$ cat config.mk
export PLATFORM = sky130hd
export DESIGN_NAME = rv_mem_arbiter
export DESIGN_NICKNAME = d
export VERILOG_FILES = /design/src/rtl/rv_mem_arbiter.sv
export SDC_FILE = /design/constraint.sdc
export NUM_CORES = 1
export LEC_CHECK = 0
export BUFFER_PORTS_ARGS = -buffer_cell sky130_fd_sc_hd__buf_4
export CORE_MARGIN = 4
export CORE_UTILIZATION = 47
export CTS_CLUSTER_SIZE = 24
export DETAILED_ROUTE_END_ITERATION = 10
export GPL_ROUTABILITY_DRIVEN = 0
export GPL_TIMING_DRIVEN = 0
export PLACE_DENSITY_LB_ADDON = 0.15
export SLEW_MARGIN = 20
export SYNTH_ARGS = -nofsm -noshare
export SYNTH_HDL_FRONTEND = slang
export SYNTH_SLANG_ARGS = --single-unit
$ cat constraint.sdc
create_clock -name clk -period 1.9 [get_ports clk]
set_input_delay 0.19 -clock clk [delete_from_list [all_inputs] [get_ports clk]]
set_output_delay 0.19 -clock clk [all_outputs]
set_load 0.005 [all_outputs]
$ cat src/rtl/rv_mem_arbiter.sv
// Shares one synchronous word memory between the instruction-fetch port and the
// load/store port: grants one requester, drives the strobes, waits out the read latency.
module rv_mem_arbiter #(
  parameter int ADDR_W  = 30,
  parameter int LATENCY = 1
) (
  input  logic              clk,
  input  logic              resetn,
  input  logic              i_req,
  input  logic [ADDR_W-1:0] i_addr,
  output logic [31:0]       i_rdata,
  output logic              i_done,
  input  logic              d_req,
  input  logic [ADDR_W-1:0] d_addr,
  input  logic [3:0]        d_wmask,
  input  logic [31:0]       d_wdata,
  output logic [31:0]       d_rdata,
  output logic              d_done,
  output logic [ADDR_W-1:0] mem_addr,
  output logic [31:0]       mem_wdata,
  output logic [3:0]        mem_wmask,
  output logic              mem_rstrb,
  input  logic [31:0]       mem_rdata,
  output logic              busy
);

  // Handshake: a requester raises req with its address/data stable and keeps it
  // high until it sees its one-cycle done pulse; it drops req on that same edge.
  // A req still high in the IDLE cycle after DONE starts a new transaction.

  typedef enum logic [1:0] {IDLE, ISSUE, WAIT, DONE} state_t;

  localparam logic [3:0] WAIT_INIT = 4'(LATENCY - 1);

  state_t     state;
  logic       last_grant;   // 1 = data port was granted most recently
  logic       grant_d;      // port owning the current transaction
  logic       is_write;
  logic [3:0] wait_cnt;
  logic       take_d;

  // On a tie the port that was not granted last wins.
  assign take_d = d_req && (!i_req || !last_grant);

  always_ff @(posedge clk or negedge resetn) begin
    if (!resetn) begin
      state      <= IDLE;
      last_grant <= 1'b1;
      grant_d    <= 1'b0;
      is_write   <= 1'b0;
      wait_cnt   <= 4'd0;
      i_rdata    <= 32'd0;
      d_rdata    <= 32'd0;
      i_done     <= 1'b0;
      d_done     <= 1'b0;
      mem_addr   <= '0;
      mem_wdata  <= 32'd0;
      mem_wmask  <= 4'd0;
      mem_rstrb  <= 1'b0;
      busy       <= 1'b0;
    end else begin
      case (state)
        IDLE: begin
          if (i_req || d_req) begin
            state      <= ISSUE;
            busy       <= 1'b1;
            grant_d    <= take_d;
            last_grant <= take_d;
            if (take_d) begin
              mem_addr <= d_addr;
              if (d_wmask != 4'd0) begin
                is_write  <= 1'b1;
                mem_wmask <= d_wmask;
                mem_wdata <= d_wdata;
              end else begin
                is_write  <= 1'b0;
                mem_rstrb <= 1'b1;
              end
            end else begin
              mem_addr  <= i_addr;
              is_write  <= 1'b0;
              mem_rstrb <= 1'b1;
            end
          end
        end
        ISSUE: begin
          mem_rstrb <= 1'b0;
          mem_wmask <= 4'd0;
          if (is_write) begin
            state  <= DONE;
            d_done <= 1'b1;
          end else begin
            state    <= WAIT;
            wait_cnt <= WAIT_INIT;
          end
        end
        WAIT: begin
          // mem_rdata is only valid at the end of the last wait cycle.
          if (wait_cnt == 4'd0) begin
            state <= DONE;
            if (grant_d) begin
              d_rdata <= mem_rdata;
              d_done  <= 1'b1;
            end else begin
              i_rdata <= mem_rdata;
              i_done  <= 1'b1;
            end
          end else begin
            wait_cnt <= wait_cnt - 4'd1;
          end
        end
        DONE: begin
          state  <= IDLE;
          busy   <= 1'b0;
          i_done <= 1'b0;
          d_done <= 1'b0;
        end
        default: state <= IDLE;
      endcase
    end
  end

endmodule

==> impl_results.md, run 1 <==
* Setup violators final at 0
* Sw Share at 31.05%
* Via/cell ratio at 5.029
* WP buf/inv at 2
* Rel. slew slack at 59.25%
* Post-route clock period utilization at 95.67%
* PwrDens at 1617 nW/um2
* Die Y at 120.3 um
* Worst-path clk slew at 0.06 ns
* Seq pwr share at 37.2%
* Max-cap violation count at 0
* CTS tree: yes
* Via count at 4,667
* Critical path cell sequence: inv_2, ha_1, nand4bb_1, nor2_4, buf_6, mux2_2
* Worst r2r src: state[0]
* Initial DRC count at 266
* Worst-path fanout max at 10
* Number of global-route vias before repair at 5,041
* Clock sinks at 143
* Drt drc at 0
* Worst setup margin at 0.08236 ns
* GR Overflow Total at 0
* Synth async-reset ratio at 100.0%
* Die Width at 120.3 um
* Total power at 14,790 uW
* Cell area after synthesis at 5928 um2
* IO Pins at 266
* Clock buffer depth at 2
* Pre-CTS WS at -0.2640 ns
* Outcome: completed
* Area Overhead vs Synth at 54.26%
* N_diodes at 0
* Startpoint Class: flop
* Post-Syn Area per Cell at 13.79 um2
* Placed cell areas at 8163 um2
* Final Hold Viols at 0
* Mapped Cells at 430
* Tot GR Track Use at 23.53%
* Synth area leaders: dfrtp_1, mux2_2, mux2i_1, o21ai_0, nand2_1
* Comb power frac at 41.5%
* Leak at 0.004420 uW
* Setup CP Type: reg2reg
* CP max-delay cell: dfrtp_1
* Share of the synthesized area in the top cell type at 59.94%
* Syn nets at 569
* First-pass GRT wire length at 26.45 mm
* Clock share of power at 21.3%
* Critical Path Source: state[0]
* Worst-skew pair later-pin latency at 0.41 ns
* Worst hold slack at 0.01938 ns
* CP Capture Type: flop
* Layout Skew at 0.006841 ns
* Switch Pwr at 4593 uW
* Core area at 12,160 um2
* Dpl cells at 864
* Routed WL per cell at 17.89 um
* Number of antenna violations at the first check in global routing at 0
* Fillcell total at 819
* WP data arrival at 2.11 ns
* Final Max Slew Viols at 0
* Final Instance Area at 9145 um2
* FP Rows at 40
* Hold_sp: d_wdata[28]
* FF+latch count, synth at 143
* IO Port Bufs at 265
* Ys Warns at 0
* Inserted Clock Buffers at 17
* F_max at 550.2 MHz
* Critical Path RT at 2.20 ns
* Multi-input gate area in the final layout at 2231 um2
* Ys flop type: dfrtp_1
* Die area at 14,470 um2
* Distinct cells, synth at 40
* Commonest cells post-synth: dfrtp_1, mux2_2, nand2_1, o21ai_0, mux2i_1
* HPWL Detailed at 12.30 mm
* Slowest stage delay, CP at 0.42 ns
* Top cell type by total area after synthesis: dfrtp_1
* Most numerous cell in the Yosys netlist: dfrtp_1
* Hold WC Path Type: in2reg
* Number of synthesized flops with an enable pin at 0
* Largest net degree at the start of global routing at 84
* Starting density of the core at 48.74%
* Layout cells sized above 1 at 56.84%
* Maximum VDD drop at 0.8826 mV
* Non-filler cells, final at 928
* Crit-path leading delay family: simple AND/OR/NAND/NOR gates
* Root Driver: clkbuf_16
* Reg area at 3580 um2
* Nets at 886
* Antenna-violating nets left at 0
* Drt pass-1 iters at 5
* Routed Wire Length at 16.60 mm
* Seq/Total Area, Yosys at 60.38%
* Internal Power at 10,200 uW
* Worst Max-Slew Pin Slew at 0.6112 ns
* Fin crit period at 1.818 ns
* H-tree depth at 4
power by group through the flow:
stage	logic, uW	registers (uW)	clock network, uW
6_report	6130	5500	3160
5_1_grt	6670	5680	3360
4_1_cts	6100	5480	3210
3_5_place_dp	5960	5500	0
3_3_place_gp	5760	5410	0
2_1_floorplan	2590	5480	0
placed cells by master (no fill, tap or decap), drive strengths merged, types with 3 or more instances in the layout:
cell type	count
buf	283
dfrtp	142
mux2	97
o21ai	35
nand2	35
mux2i	31
dlygate4sd3	31
clkbuf	29
nor2b	9
inv	8
ha	7
clkinv	6
o2bb2ai	5
a31oi	4
nor2	4
a211oi	3
clkinvlp	3
what timing repair did:
item / 4_1_cts / 5_1_grt
endpoints found under the hold margin: 109 / 2
resized for setup: 12 / 23
endpoints found under the setup margin: 99 / 100
pin swaps: 1 / 3
hold buffers: 29 / 2
setup buffers: 1 / 1
stage by stage:
stage / utilization, % / setup TNS [ns]
finish: 75.20 / 0
global route: 75.20 / -0.1070
global placement: 66.83 / -4.929
CTS: 74.57 / -2.335
detailed placement: 67.12 / -10.36
floorplan: - / 0
worst paths after layout:
path	end	slack, ns	depth (start not counted)
max in group asynchronous	mem_wdata[25]	0.81	3
hold / removal	mem_wdata[28]	0.02	2
setup reg to reg	i_rdata[2]	0.08	6
hold reg to reg	mem_addr[0]	0.48	2
setup / recovery	i_rdata[2]	0.08	6
min in group asynchronous	i_rdata[11]	0.37	2
flip-flops by register name, summed over array words and instances, names as in the netlist, 2 cells and up:
signal,cells
i_rdata,32
wait_cnt,4
mem_addr,30
d_rdata,32
state,2
mem_wmask,4
mem_wdata,32
worst register-to-register path, stage by stage (launching register included):
cell,delay [ns]
dfrtp_1,0.42
inv_2,0.12
ha_1,0.20
nand4bb_1,0.20
nor2_4,0.22
buf_6,0.19
mux2_2,0.35
per-layer routing:
metal	part of all wire, %	GRT usage (%)	vias up
li1	-	-	2154
met1	37	26.88	2268
met2	52	40.43	214
met3	9.1	8.326	31
met4	2.4	9.419	0
met5	0	0	-
cells by family after synthesis:
kind of cell	Yosys count	synth area share (%)
flip-flops	143	60.38
multiplexers	128	23.66
AND/OR/NAND/NOR	61	5.382
AO/OA/AOI/OAI	60	6.374
buffers and inverters	31	2.723
adder cells (fa/ha/maj)	7	1.477
area by class of cell:
cell class / count / area share [%]
sequential: 143 / 39.14
timing repair buffer: 299 / 25.69
multi-input combinational: 256 / 24.39
clock buffer: 22 / 5.295
tap: 168 / 2.299
buffer: 22 / 1.902
clock inverter: 10 / 0.9440
inverter: 8 / 0.3284
Note: power is estimated with default switching activity, not from simulation.
==> run 2: changes to the inputs <==
--- a/config.mk
+++ b/config.mk
@@ -5,9 +5,10 @@
 export SDC_FILE = /design/constraint.sdc
 export NUM_CORES = 1
 export LEC_CHECK = 0
+export ABC_AREA = 1
 export BUFFER_PORTS_ARGS = -buffer_cell sky130_fd_sc_hd__buf_4
 export CORE_MARGIN = 4
-export CORE_UTILIZATION = 47
+export CORE_UTILIZATION = 48
 export CTS_CLUSTER_SIZE = 24
 export DETAILED_ROUTE_END_ITERATION = 10
 export GPL_ROUTABILITY_DRIVEN = 0
==> run 2 against run 1 <==
Net effect: synthesized area grew 4.6%; critical path type unchanged; worst setup slack improved by 0.10 ns; critical path depth up 2; highest routed layer unchanged.
==> impl_results.md, run 2 <==
* Die area at 14,810 um2 (+2.3%)
* First-pass GRT wire length at 28.39 mm (+7.4%)
* CTS tree: yes
* Routed Wire Length at 17.57 mm (+5.8%)
* Nets at 1,095 (+24%)
* Worst Max-Slew Pin Slew at 0.4827 ns (-0.1285 ns)
* IO Pins at 266 (unchanged)
* Ys flop type: dfrtp_1
* Number of antenna violations at the first check in global routing at 0 (unchanged)
* Ys Warns at 0 (unchanged)
* Rel. slew slack at 67.82% (+8.6 points)
* F_max at 583.7 MHz (+6.1%)
* Hold WC Path Type: in2reg
* Distinct cells, synth at 22 (-45%)
* Cell repeated most along the worst path: inv_1
* PwrDens at 1621 nW/um2 (+0.21%)
* Seq/Total Area, Yosys at 57.70% (-2.7 points)
* Layout Skew at 0.01137 ns (+0.004527 ns)
* Placed cell areas at 8436 um2 (+3.3%)
* Reg2reg path depth at 8 (+2)
* Top cell type by total area after synthesis: dfrtp_1
* Leak at 0.004795 uW (+8.5%)
* Synth async-reset ratio at 100.0% (unchanged)
* Clock sinks at 143 (unchanged)
* FF+latch count, synth at 143 (unchanged)
* Setup tns final at 0 ns (unchanged)
* Commonest non-fill, non-tap cell in the layout: buf_4
* Number of global-route vias before repair at 5,893 (+17%)
* Pre-CTS WS at 0.1526 ns (+0.4166 ns)
* Hold_sp: d_wmask[0]
* Worst-skew pair later-pin latency at 0.41 ns (about the same)
* RSZ-0062 raised after global routing: no
* Met3 global-route usage at 6.360% (-2.0 points)
* Root Driver: clkbuf_16
* Synth area leaders: dfrtp_1, nand2_1, nand3_1, o21ai_2, o21a_1
* Critical path cell sequence: inv_1, ha_1, nand3_1, inv_1, nand2_2, buf_6, nand2_1, o21ai_2
* Maximum VDD drop at 1.086 mV (+23%)
* Clock buffer depth at 2 (unchanged)
* WP data arrival at 2.01 ns (-0.10 ns)
* Antenna-violating nets left at 0 (unchanged)
* Final Max Slew Viols at 0 (unchanged)
* Worst R2R Setup Slack at 0.19 ns (+0.10 ns)
* Post-CTS setup buffers at 0 (-1)
* GR Overflow Total at 0 (unchanged)
* Cell area after synthesis at 6203 um2 (+4.6%)
* Drt drc at 0 (unchanged)
* Startpoint Class: flop
* Die Width at 121.7 um (+1.1%)
* Largest regs: d_rdata x32, i_rdata x32, mem_wdata x32
* Cell depth of the worst setup path at 8 (+2)
* R2r endpoint: d_rdata[3]
* Number of synthesized flops with an enable pin at 0 (unchanged)
* Most frequent cells in the layout: buf_4, nand2_1, dfrtp_1
* WP buf/inv at 3 (+1)
* CP max-delay cell: dfrtp_1
* Setup violators final at 0 (unchanged)
* Tot GR Track Use at 24.41% (+0.88 points)
* HPWL Detailed at 13.20 mm (+7.3%)
* Die Y at 121.7 um (+1.1%)
* Worst r2r src: state[0]
* Syn nets at 798 (+40%)
* Post-route clock period utilization at 90.17% (-5.5 points)
* Grt met2 use at 42.76% (+2.3 points)
* H-tree depth at 4 (unchanged)
* Busiest grt layer: met2
* Commonest cells post-synth: nand2_1, dfrtp_1, nand3_1
* Via count at 5,771 (+24%)
* Critical Path RT at 2.20 ns (about the same)
* Crit-path leading delay family: buffers and inverters
* Hold worst-path end: mem_wmask[0]
* Worst setup margin at 0.1867 ns (+0.1044 ns)
* Mapped Cells at 659 (+53%)
* Initial DRC count at 398 (+50%)
* Final Hold Viols at 0 (unchanged)
* Routing usage on met1 at 28.40% (+1.5 points)
* Share of the synthesized area in the top cell type at 57.28% (-2.7 points)
* Max-cap violation count at 0 (unchanged)
* Largest net degree at the start of global routing at 97 (+15%)
* Core area at 12,620 um2 (+3.8%)
* Worst-path clk slew at 0.06 ns (about the same)
* Drt pass-1 iters at 5 (unchanged)
* IO Port Bufs at 264 (-0.38%)
* Starting density of the core at 49.16% (+0.41 points)
* Inserted Clock Buffers at 17 (unchanged)
* N_diodes at 0 (unchanged)
* Final Instance Area at 9123 um2 (-0.25%)
* Post-Syn Area per Cell at 9.413 um2 (-32%)
* Outcome: completed
* Hold path depth at 3 (+1)
* Slowest stage delay, CP at 0.42 ns (about the same)
* Setup CP Type: reg2reg
* Layout cells sized above 1 at 37.71% (-19 points)
* CP Capture Type: flop
* FP Rows at 41 (+2.5%)
* Area Overhead vs Synth at 47.06%
* Worst-path fanout max at 10 (unchanged)
* Via/cell ratio at 5.062 (+0.66%)
* Total power at 14,790 uW (about the same)
* Routed WL per cell at 15.41 um (-14%)
* Fillcell total at 990 (+21%)
* Most numerous cell in the Yosys netlist: nand2_1
* Fin crit period at 1.713 ns (-0.1044 ns)
==> run 2: kinds of logic after synthesis <==
group,Yosys count,synth area share [%]
compound gates,106,11.94
xor+xnor,1,0.1412
fa+ha+maj,7,1.412
buf+inv,86,7.140
flops,143,57.70
simple gates,316,21.66
==> run 2: area by class of cell <==
class / count / area [um2] / share of cell area, %
Buffer: 39 / 267.8 / 2.935
Inverter: 47 / 176.4 / 1.934
Tap cell: 172 / 215.2 / 2.359
Timing Repair Buffer: 278 / 2147 / 23.54
Multi-Input combinational cell: 430 / 2183 / 23.93
Clock buffer: 25 / 495.5 / 5.431
Clock inverter: 6 / 57.56 / 0.6309
Sequential cell: 143 / 3580 / 39.24
==> run 2: what timing repair did <==
action / CTS / global route
endpoints found under the hold margin: 59 / 0
hold buffers: 13 / 0
setup endpoints to repair: 0 / 7
resized for setup: 0 / 3
==> run 2: how the worst max path moves through the flow <==
stage	from	endpoint	slack [ns]
floorplan	state[0]	mem_wdata[22]	0.38
global placement	resetn	mem_wdata[6]	0.07
detailed placement	state[0]	i_rdata[22]	0.15
CTS	state[0]	i_rdata[22]	0.15
global route	state[0]	mem_wdata[29]	0.01
finish	state[0]	d_rdata[3]	0.19
==> run 2: power by group <==
part | total [uW] | internal (uW) | switching [uW]
sequential | 5450 | 4550 | 906
combinational | 6240 | 3250 | 2990
clock | 3100 | 1920 | 1170
==> run 2: stage by stage <==
step           hold WS, ns  utilization, %  instances
2_1_floorplan      -0.1056               -        659
3_3_place_gp        0.4054           66.57       1095
3_5_place_dp        0.1096           66.85       1096
4_1_cts          0.0001260           72.26       1140
5_1_grt           0.008529           72.29       1140
6_report           0.01379           72.29       1140
==> run 2: layer usage <==
| metal | part of all wire, % | vias to the layer above |
|---|---|---|
| met5 | 0 | - |
| met4 | 2.6 | 0 |
| met3 | 7.5 | 35 |
| met2 | 52 | 248 |
| met1 | 37 | 2740 |
| li1 | - | 2748 |
==> run 2: worst reg2reg max path, stage by stage (launching register included) <==
cell,delay (ns)
dfrtp_1,0.42
inv_1,0.15
ha_1,0.27
nand3_1,0.12
inv_1,0.11
nand2_2,0.19
buf_6,0.22
nand2_1,0.08
o21ai_2,0.05
==> run 3: changes to the inputs <==
--- a/config.mk
+++ b/config.mk
@@ -12,9 +12,8 @@
 export CTS_CLUSTER_SIZE = 24
 export DETAILED_ROUTE_END_ITERATION = 10
 export GPL_ROUTABILITY_DRIVEN = 0
-export GPL_TIMING_DRIVEN = 0
 export PLACE_DENSITY_LB_ADDON = 0.15
-export SLEW_MARGIN = 20
+export SLEW_MARGIN = 0
 export SYNTH_ARGS = -nofsm -noshare
 export SYNTH_HDL_FRONTEND = slang
 export SYNTH_SLANG_ARGS = --single-unit
==> run 3 against run 2 <==
Net effect: die area is the same; combinational power fell by 4.3%; via count decreased by 3.5%; routed wire length fell by 4.7%; sequential power hardly changed; total power increased by 0.39%; worst setup slack lost 0.056 ns; non-clock buffer count decreased by 23; maximum frequency is 3.1% lower; critical endpoint is now mem_wmask[0]; largest cell class unchanged.
==> impl_results.md, run 3 (synthesis gave the netlist of run 2 again) <==
* Outcome: completed
* Worst hold slack at 0.01902 ns (+0.005237 ns)
* Rel. slew slack at 59.71% (-8.1 points)
* Setup tns final at 0 ns (unchanged)
* Slowest stage delay, CP at 0.44 ns (+0.02 ns)
* Largest net degree at the start of global routing at 66 (-32%)
* CP max-delay cell: dfrtp_1
* Leak at 0.004756 uW (-0.81%)
* First-pass GRT wire length at 26.70 mm (-6.0%)
* Number of global-route vias before repair at 5,669 (-3.8%)
* Worst-skew pair later-pin latency at 0.41 ns (about the same)
* Worst Max-Slew Pin Slew at 0.6044 ns (+0.1217 ns)
* Drt drc at 0 (unchanged)
* Initial DRC count at 337 (-15%)
* Nets at 1,072 (-2.1%)
* Critical path cell sequence: inv_1, ha_1, inv_2, nor2_4, nand2_1, buf_4, nand3_1, nand2_1
* Cell repeated most along the worst path: nand2_1
* Fin crit period at 1.769 ns (+0.05564 ns)
* Post-route clock period utilization at 93.10% (+2.9 points)
* Layout Skew at 0.009095 ns (-0.002273 ns)
* Inserted Clock Buffers at 17 (unchanged)
* Maximum VDD drop at 0.7653 mV (-30%)
* Die area at 14,810 um2 (unchanged)
* Critical Path RT at 2.25 ns (+0.05 ns)
* Final Hold Viols at 0 (unchanged)
* Total power at 14,840 uW (+0.39%)
* Worst-path clk slew at 0.06 ns (about the same)
* CP Capture Type: flop
* Startpoint Class: flop
* Worst-path fanout max at 36 (+26)
* Via/cell ratio at 4.980 (-1.6%)
* H-tree depth at 4 (unchanged)
* Commonest non-fill, non-tap cell in the layout: buf_4
* FP Rows at 41 (unchanged)
* HPWL Detailed at 12.13 mm (-8.1%)
* Root Driver: clkbuf_16
* Via count at 5,568 (-3.5%)
* Hold WC Path Type: in2reg
* GR Overflow Total at 0 (unchanged)
* WP data arrival at 2.11 ns (+0.10 ns)
* Routed WL per cell at 14.97 um (-2.9%)
* Starting density of the core at 49.16% (unchanged)
* Clock sinks at 143 (unchanged)
* Core area at 12,620 um2 (unchanged)
* Routed Wire Length at 16.74 mm (-4.7%)
* Final Max Slew Viols at 0 (unchanged)
* IO Port Bufs at 265 (+0.38%)
* Setup violators final at 0 (unchanged)
* Clock buffer depth at 2 (unchanged)
* CTS tree: yes
* Tot GR Track Use at 22.69% (-1.7 points)
* Post-layout util at 72.05% (-0.24 points)
* RSZ-0062 raised after global routing: no
* Drt pass-1 iters at 5 (unchanged)
* IO Pins at 266 (unchanged)
* Max-cap violation count at 0 (unchanged)
* PwrDens at 1633 nW/um2 (+0.72%)
* Layout cells sized above 1 at 37.32% (-0.39 points)
* WP buf/inv at 3 (unchanged)
* Most frequent cells in the layout: buf_4, nand2_1, dfrtp_1
* N_diodes at 0 (unchanged)
* Post-CTS resize count at 0 (unchanged)
* Area Overhead vs Synth at 46.57%
* Die Y at 121.7 um (unchanged)
* Number of antenna violations at the first check in global routing at 0 (unchanged)
* Die Width at 121.7 um (unchanged)
* Placed cell areas at 8298 um2 (-1.6%)
* Setup CP Type: reg2reg
* Post-CTS setup buffers at 0 (unchanged)
* Crit-path leading delay family: buffers and inverters
* Antenna-violating nets left at 0 (unchanged)
* Final Instance Area at 9092 um2 (-0.33%)
* Largest regs: d_rdata x32, i_rdata x32, mem_wdata x32
* Worst R2R Setup Slack at 0.13 ns (-0.06 ns)
* F_max at 565.3 MHz (-3.1%)
==> run 3: cell types whose count changed in the layout (fill, tap and decap cells not counted), moves of 3 or more <==
| cell | change |
|---|---|
| buf_4 | +6 |
| buf_6 | -12 |
| clkinv_4 | +3 |
| buf_12 | +5 |
| clkbuf_1 | -15 |
| dlygate4sd3_1 | +4 |
| buf_2 | -12 |
==> run 3: timing repair <==
item | CTS | global route
hold buffers | 15 | 2
endpoints found under the setup margin | 0 | 0
endpoints found under the hold margin | 73 | 2
==> run 3: worst paths after layout <==
check	from	depth (start not counted)	to
worst max-delay path	state[0]	8	mem_wmask[0]
worst min-delay path	d_wdata[10]	3	mem_wdata[10]
worst max register to register	state[0]	8	mem_wmask[0]
worst min register to register	mem_wdata[21]	2	mem_wdata[21]
max in group asynchronous	resetn	3	mem_addr[13]
min in group asynchronous	resetn	2	d_rdata[10]
==> run 3: worst register-to-register path, cell delays in order, from the launching register on <==
cell and delay (ns):
dfrtp_1 0.44, inv_1 0.13, ha_1 0.26, inv_2 0.12, nor2_4 0.05, nand2_1 0.11, buf_4 0.37, nand3_1 0.13
nand2_1 0.09
==> run 3: stage by stage <==
step / worst slack (ns) / instances
final: 0.1311 / 1118
after global routing: 0.001845 / 1118
after CTS: 0.1476 / 1116
after detailed placement: 0.1940 / 1069
after global placement: 0.3099 / 1069
after floorplan: 0.3850 / 659
==> run 3: cell type report <==
cell class	instances	area (um2)
clock buffers	20	466.7
clock inverters	12	157.7
fillers	971	3527
inverters	47	176.4
multi-input cells	430	2181
flip-flops and latches	143	3580
well taps	172	215.2
repair buffers	294	2316
==> run 3: per-layer routing <==
metal	vias up	track usage, %	part of all wire (%)
met2	217	38.13	51
li1	2692	-	-
met1	2613	26.55	38
met4	0	10.85	3.7
met5	-	0	0
met3	46	7.010	7.5
==> run 3: report_power, final <==
part           internal [uW]  switching, uW  leakage, uW
sequential              4550            905      0.00174
combinational           3120           2850      0.00272
clock                   2170           1250     0.000299
total                   9840           5000      0.00476
